## src/rtl/dmem_axi_bridge_if.sv

```systemverilog
// AXI4-Lite bus between the data-memory bridge (master) and the memory slave.
interface dmem_axi_bridge_if;
  logic        m_awvalid;
  logic        m_awready;
  logic [63:0] m_awaddr;
  logic        m_wvalid;
  logic        m_wready;
  logic [63:0] m_wdata;
  logic [7:0]  m_wstrb;
  logic        m_bvalid;
  logic        m_bready;
  logic [1:0]  m_bresp;
  logic        m_arvalid;
  logic        m_arready;
  logic [63:0] m_araddr;
  logic        m_rvalid;
  logic        m_rready;
  logic [63:0] m_rdata;
  logic [1:0]  m_rresp;

  modport master (
    output m_awvalid, m_awaddr, m_wvalid, m_wdata, m_wstrb, m_bready,
           m_arvalid, m_araddr, m_rready,
    input  m_awready, m_wready, m_bvalid, m_bresp, m_arready, m_rvalid,
           m_rdata, m_rresp
  );

  modport slave (
    input  m_awvalid, m_awaddr, m_wvalid, m_wdata, m_wstrb, m_bready,
           m_arvalid, m_araddr, m_rready,
    output m_awready, m_wready, m_bvalid, m_bresp, m_arready, m_rvalid,
           m_rdata, m_rresp
  );
endinterface

```

## src/rtl/dmem_axi_bridge.sv

```systemverilog
// Turns mem-stage level load/store requests into single AXI4-Lite transactions
// and returns a one-cycle mem_finish pulse; a timeout forces completion.
module dmem_axi_bridge #(
  parameter int TIMEOUT_CYCLES = 255,
  parameter int CNT_W          = 8
) (
  input  logic              clk,
  input  logic              rst,
  input  logic              re,
  input  logic              we,
  input  logic [63:0]       addr,
  input  logic [63:0]       wdata,
  input  logic [7:0]        wmask,
  output logic [63:0]       rdata,
  output logic              mem_finish,
  output logic              bus_err,
  dmem_axi_bridge_if.master axi
);

  typedef enum logic [2:0] {
    S_IDLE,
    S_WR_REQ,
    S_WR_RESP,
    S_RD_REQ,
    S_RD_RESP,
    S_DONE
  } state_t;

  localparam logic [CNT_W:0] TO_LIM = (CNT_W+1)'(TIMEOUT_CYCLES);

  state_t           state_reg, state_next;
  logic             awvalid_reg, awvalid_next;
  logic             wvalid_reg, wvalid_next;
  logic             bready_reg, bready_next;
  logic             arvalid_reg, arvalid_next;
  logic             rready_reg, rready_next;
  logic             aw_done_reg, aw_done_next;
  logic             w_done_reg, w_done_next;
  logic [63:0]      addr_reg, addr_next;
  logic [63:0]      wdata_reg, wdata_next;
  logic [7:0]       wstrb_reg, wstrb_next;
  logic [63:0]      rdata_reg, rdata_next;
  logic             finish_reg, finish_next;
  logic             bus_err_reg, bus_err_next;
  logic [CNT_W-1:0] cnt_reg, cnt_next;

  logic [CNT_W:0]   cnt_inc;
  logic             expired;
  logic             aw_hs;
  logic             w_hs;

  // The counter value after this cycle's increment decides expiry, so a
  // request state lasts at most TIMEOUT_CYCLES cycles.
  assign cnt_inc = {1'b0, cnt_reg} + 1'b1;
  assign expired = (TIMEOUT_CYCLES != 0) && (cnt_inc == TO_LIM);
  assign aw_hs   = awvalid_reg & axi.m_awready;
  assign w_hs    = wvalid_reg & axi.m_wready;

  always_comb begin
    state_next   = state_reg;
    awvalid_next = awvalid_reg;
    wvalid_next  = wvalid_reg;
    bready_next  = bready_reg;
    arvalid_next = arvalid_reg;
    rready_next  = rready_reg;
    aw_done_next = aw_done_reg;
    w_done_next  = w_done_reg;
    addr_next    = addr_reg;
    wdata_next   = wdata_reg;
    wstrb_next   = wstrb_reg;
    rdata_next   = rdata_reg;
    finish_next  = 1'b0;
    bus_err_next = 1'b0;
    cnt_next     = cnt_inc[CNT_W-1:0];

    case (state_reg)
      S_IDLE: begin
        cnt_next = '0;
        if (we) begin
          state_next   = S_WR_REQ;
          addr_next    = addr & 64'hFFFF_FFFF_FFFF_FFF8;
          wdata_next   = wdata;
          wstrb_next   = wmask;
          awvalid_next = 1'b1;
          wvalid_next  = 1'b1;
          aw_done_next = 1'b0;
          w_done_next  = 1'b0;
        end else if (re) begin
          state_next   = S_RD_REQ;
          addr_next    = addr & 64'hFFFF_FFFF_FFFF_FFF8;
          arvalid_next = 1'b1;
        end
      end

      S_WR_REQ: begin
        aw_done_next = aw_done_reg | aw_hs;
        w_done_next  = w_done_reg | w_hs;
        awvalid_next = awvalid_reg & ~aw_hs;
        wvalid_next  = wvalid_reg & ~w_hs;
        if (aw_done_next && w_done_next) begin
          state_next  = S_WR_RESP;
          bready_next = 1'b1;
          cnt_next    = '0;
        end else if (expired) begin
          state_next   = S_DONE;
          awvalid_next = 1'b0;
          wvalid_next  = 1'b0;
          rdata_next   = '0;
          finish_next  = 1'b1;
          bus_err_next = 1'b1;
          cnt_next     = '0;
        end
      end

      S_WR_RESP: begin
        if (axi.m_bvalid) begin
          state_next   = S_DONE;
          bready_next  = 1'b0;
          rdata_next   = '0;
          finish_next  = 1'b1;
          bus_err_next = (axi.m_bresp != 2'b00);
          cnt_next     = '0;
        end else if (expired) begin
          state_next   = S_DONE;
          bready_next  = 1'b0;
          rdata_next   = '0;
          finish_next  = 1'b1;
          bus_err_next = 1'b1;
          cnt_next     = '0;
        end
      end

      S_RD_REQ: begin
        if (axi.m_arready) begin
          state_next   = S_RD_RESP;
          arvalid_next = 1'b0;
          rready_next  = 1'b1;
          cnt_next     = '0;
        end else if (expired) begin
          state_next   = S_DONE;
          arvalid_next = 1'b0;
          rdata_next   = '0;
          finish_next  = 1'b1;
          bus_err_next = 1'b1;
          cnt_next     = '0;
        end
      end

      S_RD_RESP: begin
        if (axi.m_rvalid) begin
          state_next   = S_DONE;
          rready_next  = 1'b0;
          rdata_next   = axi.m_rdata;
          finish_next  = 1'b1;
          bus_err_next = (axi.m_rresp != 2'b00);
          cnt_next     = '0;
        end else if (expired) begin
          state_next   = S_DONE;
          rready_next  = 1'b0;
          rdata_next   = '0;
          finish_next  = 1'b1;
          bus_err_next = 1'b1;
          cnt_next     = '0;
        end
      end

      // Requests are not sampled here: the pipeline only advances on mem_finish.
      S_DONE: begin
        state_next = S_IDLE;
        cnt_next   = '0;
      end

      default: begin
        state_next = S_IDLE;
        cnt_next   = '0;
      end
    endcase
  end

  always_ff @(posedge clk) begin
    if (rst) begin
      state_reg   <= S_IDLE;
      awvalid_reg <= 1'b0;
      wvalid_reg  <= 1'b0;
      bready_reg  <= 1'b0;
      arvalid_reg <= 1'b0;
      rready_reg  <= 1'b0;
      aw_done_reg <= 1'b0;
      w_done_reg  <= 1'b0;
      addr_reg    <= '0;
      wdata_reg   <= '0;
      wstrb_reg   <= '0;
      rdata_reg   <= '0;
      finish_reg  <= 1'b0;
      bus_err_reg <= 1'b0;
      cnt_reg     <= '0;
    end else begin
      state_reg   <= state_next;
      awvalid_reg <= awvalid_next;
      wvalid_reg  <= wvalid_next;
      bready_reg  <= bready_next;
      arvalid_reg <= arvalid_next;
      rready_reg  <= rready_next;
      aw_done_reg <= aw_done_next;
      w_done_reg  <= w_done_next;
      addr_reg    <= addr_next;
      wdata_reg   <= wdata_next;
      wstrb_reg   <= wstrb_next;
      rdata_reg   <= rdata_next;
      finish_reg  <= finish_next;
      bus_err_reg <= bus_err_next;
      cnt_reg     <= cnt_next;
    end
  end

  assign rdata         = rdata_reg;
  assign mem_finish    = finish_reg;
  assign bus_err       = bus_err_reg;
  assign axi.m_awvalid = awvalid_reg;
  assign axi.m_awaddr  = addr_reg;
  assign axi.m_wvalid  = wvalid_reg;
  assign axi.m_wdata   = wdata_reg;
  assign axi.m_wstrb   = wstrb_reg;
  assign axi.m_bready  = bready_reg;
  assign axi.m_arvalid = arvalid_reg;
  assign axi.m_araddr  = addr_reg;
  assign axi.m_rready  = rready_reg;

endmodule

```

## src/flat_wrapper.sv

```systemverilog
// flat-port wrapper written by rule: the top's interface ports become plain ports
module dmem_axi_bridge_flat 
#(
  parameter int TIMEOUT_CYCLES = 255,
  parameter int CNT_W          = 8
)
  (clk, rst, re, we, addr, wdata, wmask, rdata, mem_finish, bus_err, axi_m_awvalid, axi_m_awaddr, axi_m_wvalid, axi_m_wdata, axi_m_wstrb, axi_m_bready, axi_m_arvalid, axi_m_araddr, axi_m_rready, axi_m_awready, axi_m_wready, axi_m_bvalid, axi_m_bresp, axi_m_arready, axi_m_rvalid, axi_m_rdata, axi_m_rresp);
  dmem_axi_bridge_if axi_i ();
  input  logic clk;
  input  logic rst;
  input  logic re;
  input  logic we;
  input  logic [63:0] addr;
  input  logic [63:0] wdata;
  input  logic [7:0] wmask;
  output logic [63:0] rdata;
  output logic mem_finish;
  output logic bus_err;
  output wire logic [$bits(axi_i.m_awvalid)-1:0] axi_m_awvalid;
  output wire logic [$bits(axi_i.m_awaddr)-1:0] axi_m_awaddr;
  output wire logic [$bits(axi_i.m_wvalid)-1:0] axi_m_wvalid;
  output wire logic [$bits(axi_i.m_wdata)-1:0] axi_m_wdata;
  output wire logic [$bits(axi_i.m_wstrb)-1:0] axi_m_wstrb;
  output wire logic [$bits(axi_i.m_bready)-1:0] axi_m_bready;
  output wire logic [$bits(axi_i.m_arvalid)-1:0] axi_m_arvalid;
  output wire logic [$bits(axi_i.m_araddr)-1:0] axi_m_araddr;
  output wire logic [$bits(axi_i.m_rready)-1:0] axi_m_rready;
  input wire logic [$bits(axi_i.m_awready)-1:0] axi_m_awready;
  input wire logic [$bits(axi_i.m_wready)-1:0] axi_m_wready;
  input wire logic [$bits(axi_i.m_bvalid)-1:0] axi_m_bvalid;
  input wire logic [$bits(axi_i.m_bresp)-1:0] axi_m_bresp;
  input wire logic [$bits(axi_i.m_arready)-1:0] axi_m_arready;
  input wire logic [$bits(axi_i.m_rvalid)-1:0] axi_m_rvalid;
  input wire logic [$bits(axi_i.m_rdata)-1:0] axi_m_rdata;
  input wire logic [$bits(axi_i.m_rresp)-1:0] axi_m_rresp;
  assign axi_m_awvalid = axi_i.m_awvalid;
  assign axi_m_awaddr = axi_i.m_awaddr;
  assign axi_m_wvalid = axi_i.m_wvalid;
  assign axi_m_wdata = axi_i.m_wdata;
  assign axi_m_wstrb = axi_i.m_wstrb;
  assign axi_m_bready = axi_i.m_bready;
  assign axi_m_arvalid = axi_i.m_arvalid;
  assign axi_m_araddr = axi_i.m_araddr;
  assign axi_m_rready = axi_i.m_rready;
  assign axi_i.m_awready = axi_m_awready;
  assign axi_i.m_wready = axi_m_wready;
  assign axi_i.m_bvalid = axi_m_bvalid;
  assign axi_i.m_bresp = axi_m_bresp;
  assign axi_i.m_arready = axi_m_arready;
  assign axi_i.m_rvalid = axi_m_rvalid;
  assign axi_i.m_rdata = axi_m_rdata;
  assign axi_i.m_rresp = axi_m_rresp;
  dmem_axi_bridge #(.TIMEOUT_CYCLES(TIMEOUT_CYCLES), .CNT_W(CNT_W)) u_core (.clk(clk), .rst(rst), .re(re), .we(we), .addr(addr), .wdata(wdata), .wmask(wmask), .rdata(rdata), .mem_finish(mem_finish), .bus_err(bus_err), .axi(axi_i));
endmodule
```

## config.mk

```make
export PLATFORM = sky130hd
export DESIGN_NAME = dmem_axi_bridge_flat
export DESIGN_NICKNAME = d
export VERILOG_FILES = /design/src/rtl/dmem_axi_bridge_if.sv /design/src/rtl/dmem_axi_bridge.sv /design/src/flat_wrapper.sv
export SDC_FILE = /design/constraint.sdc
export NUM_CORES = 1
export LEC_CHECK = 0
export CAP_MARGIN = 20
export CELL_PAD_IN_SITES_DETAIL_PLACEMENT = 1
export CELL_PAD_IN_SITES_GLOBAL_PLACEMENT = 1
export CORE_AREA = 2 2 220 168
export CTS_BUF_LIST = sky130_fd_sc_hd__clkbuf_16
export DETAILED_ROUTE_END_ITERATION = 8
export DIE_AREA = 0 0 222 170
export PLACE_DENSITY_LB_ADDON = 0.1
export SYNTH_ARGS = -nofsm -noshare
export SYNTH_HDL_FRONTEND = slang
export SYNTH_SLANG_ARGS = --single-unit
```

## constraint.sdc

```tcl
create_clock -name clk -period 1.86 [get_ports clk]
set_clock_uncertainty 0.15 [all_clocks]
set_input_delay 0.372 -clock clk [delete_from_list [all_inputs] [get_ports clk]]
set_output_delay 0.372 -clock clk [all_outputs]
set_load 0.05 [all_outputs]
```

==> results.md <==
- Outcome: complete, but fails checks
- Failing checks: negative setup slack
- Num CTS Buffers: 26
- Critical-path top delay cell: or3_4
- Worst Path Arrival: 2.33 ns
- Fin. Hold Viols: 0
- Net Sw Power: 6.440 mW
- CTS tree: built
- Unique masters post-synth: 48
- Number of DRC markers in iteration 0: 330
- HP Class: in2reg
- Skew-Pair Late Insertion Delay: 0.54 ns
- Hold slack: 0.2271 ns
- Largest net degree at the start of global routing: 118
- Sequential area share after synthesis: 53.96%
- Max Slew Vio Count: 0
- WHS Endpoint: u_core.axi.m_wdata[61]
- Die X: 222 um
- Placed cell areas: 12600 um^2
- # IOs: 484
- Total Wirelength: 34280 um
- Worst Min Path Start: wdata[61]
- Comb pwr share: 37.9%
- R2R Setup Slk: -0.20 ns
- Share of the synthesized area in the top cell type: 53.96%
- Final Critical Period: 2.056 ns
- Routed len/inst: 18.45 um
- Hold path depth: 3
- Routed via count: 7976
- Count leader, synth: nand2_1
- Clk root buf: clkbuf_16
- Worst R2R End: u_core.rdata[8]
- P per Cell Area: 1199 nW/um^2
- Share of cells above drive strength 1: 28.99%
- Number of synthesized flops with an enable pin: 0
- Cell Rows: 60
- Sequential Power Share: 33.5%
- Clock network power share: 28.6%
- Synth Area per Inst: 8.750 um^2
- Slowest Stage Delay on Critical Path: 0.36 ns
- Worst setup margin: -0.1961 ns
- Max Root-Sink Buffers: 3
- Synthesized area: 8050 um^2
- Crit-path max FO: 40
- Static Leak: 5.790 nW
- Placer's final routability congestion estimate: 0.7859
- Top post-synthesis cells by area: dfxtp_1 (54%), nand2_1 (13%), a21oi_1 (8.8%), a22o_1 (7.0%), buf_4 (6.3%)
- Setup crit start kind: register
- Synth Warn #: 0
- Fmax: 486.3 MHz
- Worst-margin pin slew: 0.5861 ns
- Global-route wire length before repair: 48730 um
- Post-route ant nets: 0
- Drt first pass iters: 6
- Full die area: 37740 um^2
- Worst EP required: 2.14 ns
- Worst-path cell chain: ha_4, xnor2_1, or3_4, o22ai_4, a21oi_4, buf_12, a22o_1
- Rel. slew slack: 60.93%
- #FFs+latches synth: 217
- DIE HEIGHT: 170 um
- Critical Path Sink Type: register
- Post-synthesis async set-or-reset flop share: 0%
- Clk pin slew, worst setup/hold paths: 0.06 ns
- Post-DP HPWL: 25290 um
- Post-route cell area: 13610 um^2
- # setup viols final: 80
- Max Cap Viol: 0
- Core Region: 35510 um^2
- Grt ovf: 0
- Initial Util: 22.67%
- Overall power: 16.32 mW
- Power Internal: 9.877 mW
- Setup CP Type: reg2reg
- Clock sink count: 217
- Remaining DRCs: 0
- Fill count: 4131
- Worst r2r src: u_core.cnt_reg[1]
- Initial antenna violation count: 5
- Unrepaired setup endpoints after global routing: true
- Commonest cells in the netlist: nand2_1 (278), dfxtp_1 (217), a21oi_1 (141)
- NumNets Final: 1588
- Area Overhead vs Synth: 69.10%
- H-tree depth: 1
- Post-synth top area cell: dfxtp_1
- Cells after Synth: 920
- Buffers on Ports: 474
- DR vias/cell: 4.293
- Period utilization: 110.5%
- Sw frac: 39.47%
- Maximum VDD drop: 0.5992 mV
- All-Layer GR Usage: 16.78%
- R2R depth: 7
- Synth Flop Type: dfxtp_1
- Number of global-route vias before repair: 7877
[stage by stage]
stage	worst slack [ns]	TNS, ns	std cells	util (%)
after floorplan	-0.06137	-3.682	925	-
after global placement	-0.3866	-34.02	1800	35.48
after detailed placement	-0.4252	-38.07	1800	35.48
after CTS	-0.2050	-13.34	1851	37.97
after global routing	-0.3361	-19.74	1857	38.33
final	-0.1961	-12.69	1858	38.34
[worst max-delay path: cells and delay by family (launching register included)]
kind / cells / cell delay (ns)
AO/OA/AOI/OAI: 3 / 0.58
XOR/XNOR: 1 / 0.13
adder cells (fa/ha/maj): 1 / 0.16
buffers and inverters: 1 / 0.19
flip-flops: 1 / 0.34
AND/OR/NAND/NOR: 1 / 0.36
[how the worst max path moves through the flow]
stage / start / cells past startpoint / slack (ns) / endpoint
detailed placement: axi_m_awready / 7 / -0.43 / u_core.rdata[36]
finish: u_core.cnt_reg[1] / 7 / -0.20 / u_core.rdata[8]
global placement: axi_m_awready / 7 / -0.39 / u_core.rdata[29]
CTS: u_core.cnt_reg[1] / 7 / -0.21 / u_core.rdata[26]
floorplan: u_core.cnt_reg[1] / 7 / -0.06 / u_core.rdata[0]
global route: u_core.cnt_reg[1] / 8 / -0.34 / u_core.state_reg[1]
[layout by cell type, fill, tap and decap left out, types with 2 or more instances in the layout]
| cell type | count |
|---|---|
| a21oi_1 | 139 |
| nand2_1 | 277 |
| buf_12 | 13 |
| clkdlybuf4s50_1 | 208 |
| and2_1 | 2 |
| buf_4 | 319 |
| nand2b_1 | 2 |
| o21ai_0 | 3 |
| nor2_1 | 23 |
| a22o_1 | 64 |
| nor3_1 | 5 |
| dfxtp_2 | 4 |
| buf_6 | 4 |
| conb_1 | 6 |
| o2111ai_1 | 2 |
| clkinv_2 | 3 |
| clkinv_1 | 6 |
| diode_2 | 3 |
| nor2_2 | 2 |
| nor3_4 | 2 |
| a31oi_1 | 3 |
| inv_1 | 10 |
| clkbuf_16 | 29 |
| xnor2_1 | 5 |
| o21ai_2 | 2 |
| a21oi_2 | 2 |
| nand3_1 | 5 |
| dfxtp_1 | 212 |
[what timing repair did]
item	in CTS	in global routing
endpoints found under the setup margin	208	205
hold buffers	1	0
gates cloned	1	2
resized for setup	10	16
setup buffers	4	2
pin swaps	6	6
endpoints found under the hold margin	2	0
[metal layers]
| layer | global-route usage, % | routed length [um] | vias up |
|---|---|---|---|
| met4 | 3.819 | 634 | 6 |
| met3 | 7.303 | 3182 | 42 |
| li1 | - | - | 3912 |
| met1 | 19.89 | 14320 | 3749 |
| met2 | 28.10 | 16100 | 267 |
| met5 | 0 | 46 | - |
[power by group through the flow]
stage	Clock (mW)	Sequential, mW	Combinational [mW]
2_1_floorplan	0	7.02	2.36
3_3_place_gp	0	5.55	5.94
3_5_place_dp	0	5.58	5.97
4_1_cts	4.86	5.48	6.14
5_1_grt	5.05	5.53	6.54
6_report	4.67	5.47	6.18
[kinds of logic (layout without fill, tap and decap cells)]
group | after synthesis | count (layout) | share of synthesized area, %
other cells | 1 | 9 | 0.04658
mux | 1 | 1 | 0.1243
fa+ha+maj | 2 | 2 | 0.3108
flops | 217 | 217 | 53.96
buf+inv | 133 | 598 | 10.21
compound gates | 229 | 229 | 18.34
xor+xnor | 6 | 6 | 0.6528
simple gates | 331 | 331 | 16.35
[area by class of cell]
class                      instances  area, um^2  share of cell area [%]
timing repair buffer             548        4870                   35.77
antenna                            3       7.507                 0.05515
inverter                           5       18.77                  0.1379
multi-input combinational        575        3019                   22.18
clock inverter                    18       87.58                  0.6434
clock buffer                      27       675.6                   4.963
tap                              465       581.8                   4.274
sequential                       217        4353                   31.98
Note: power is estimated with default switching activity, not from simulation.
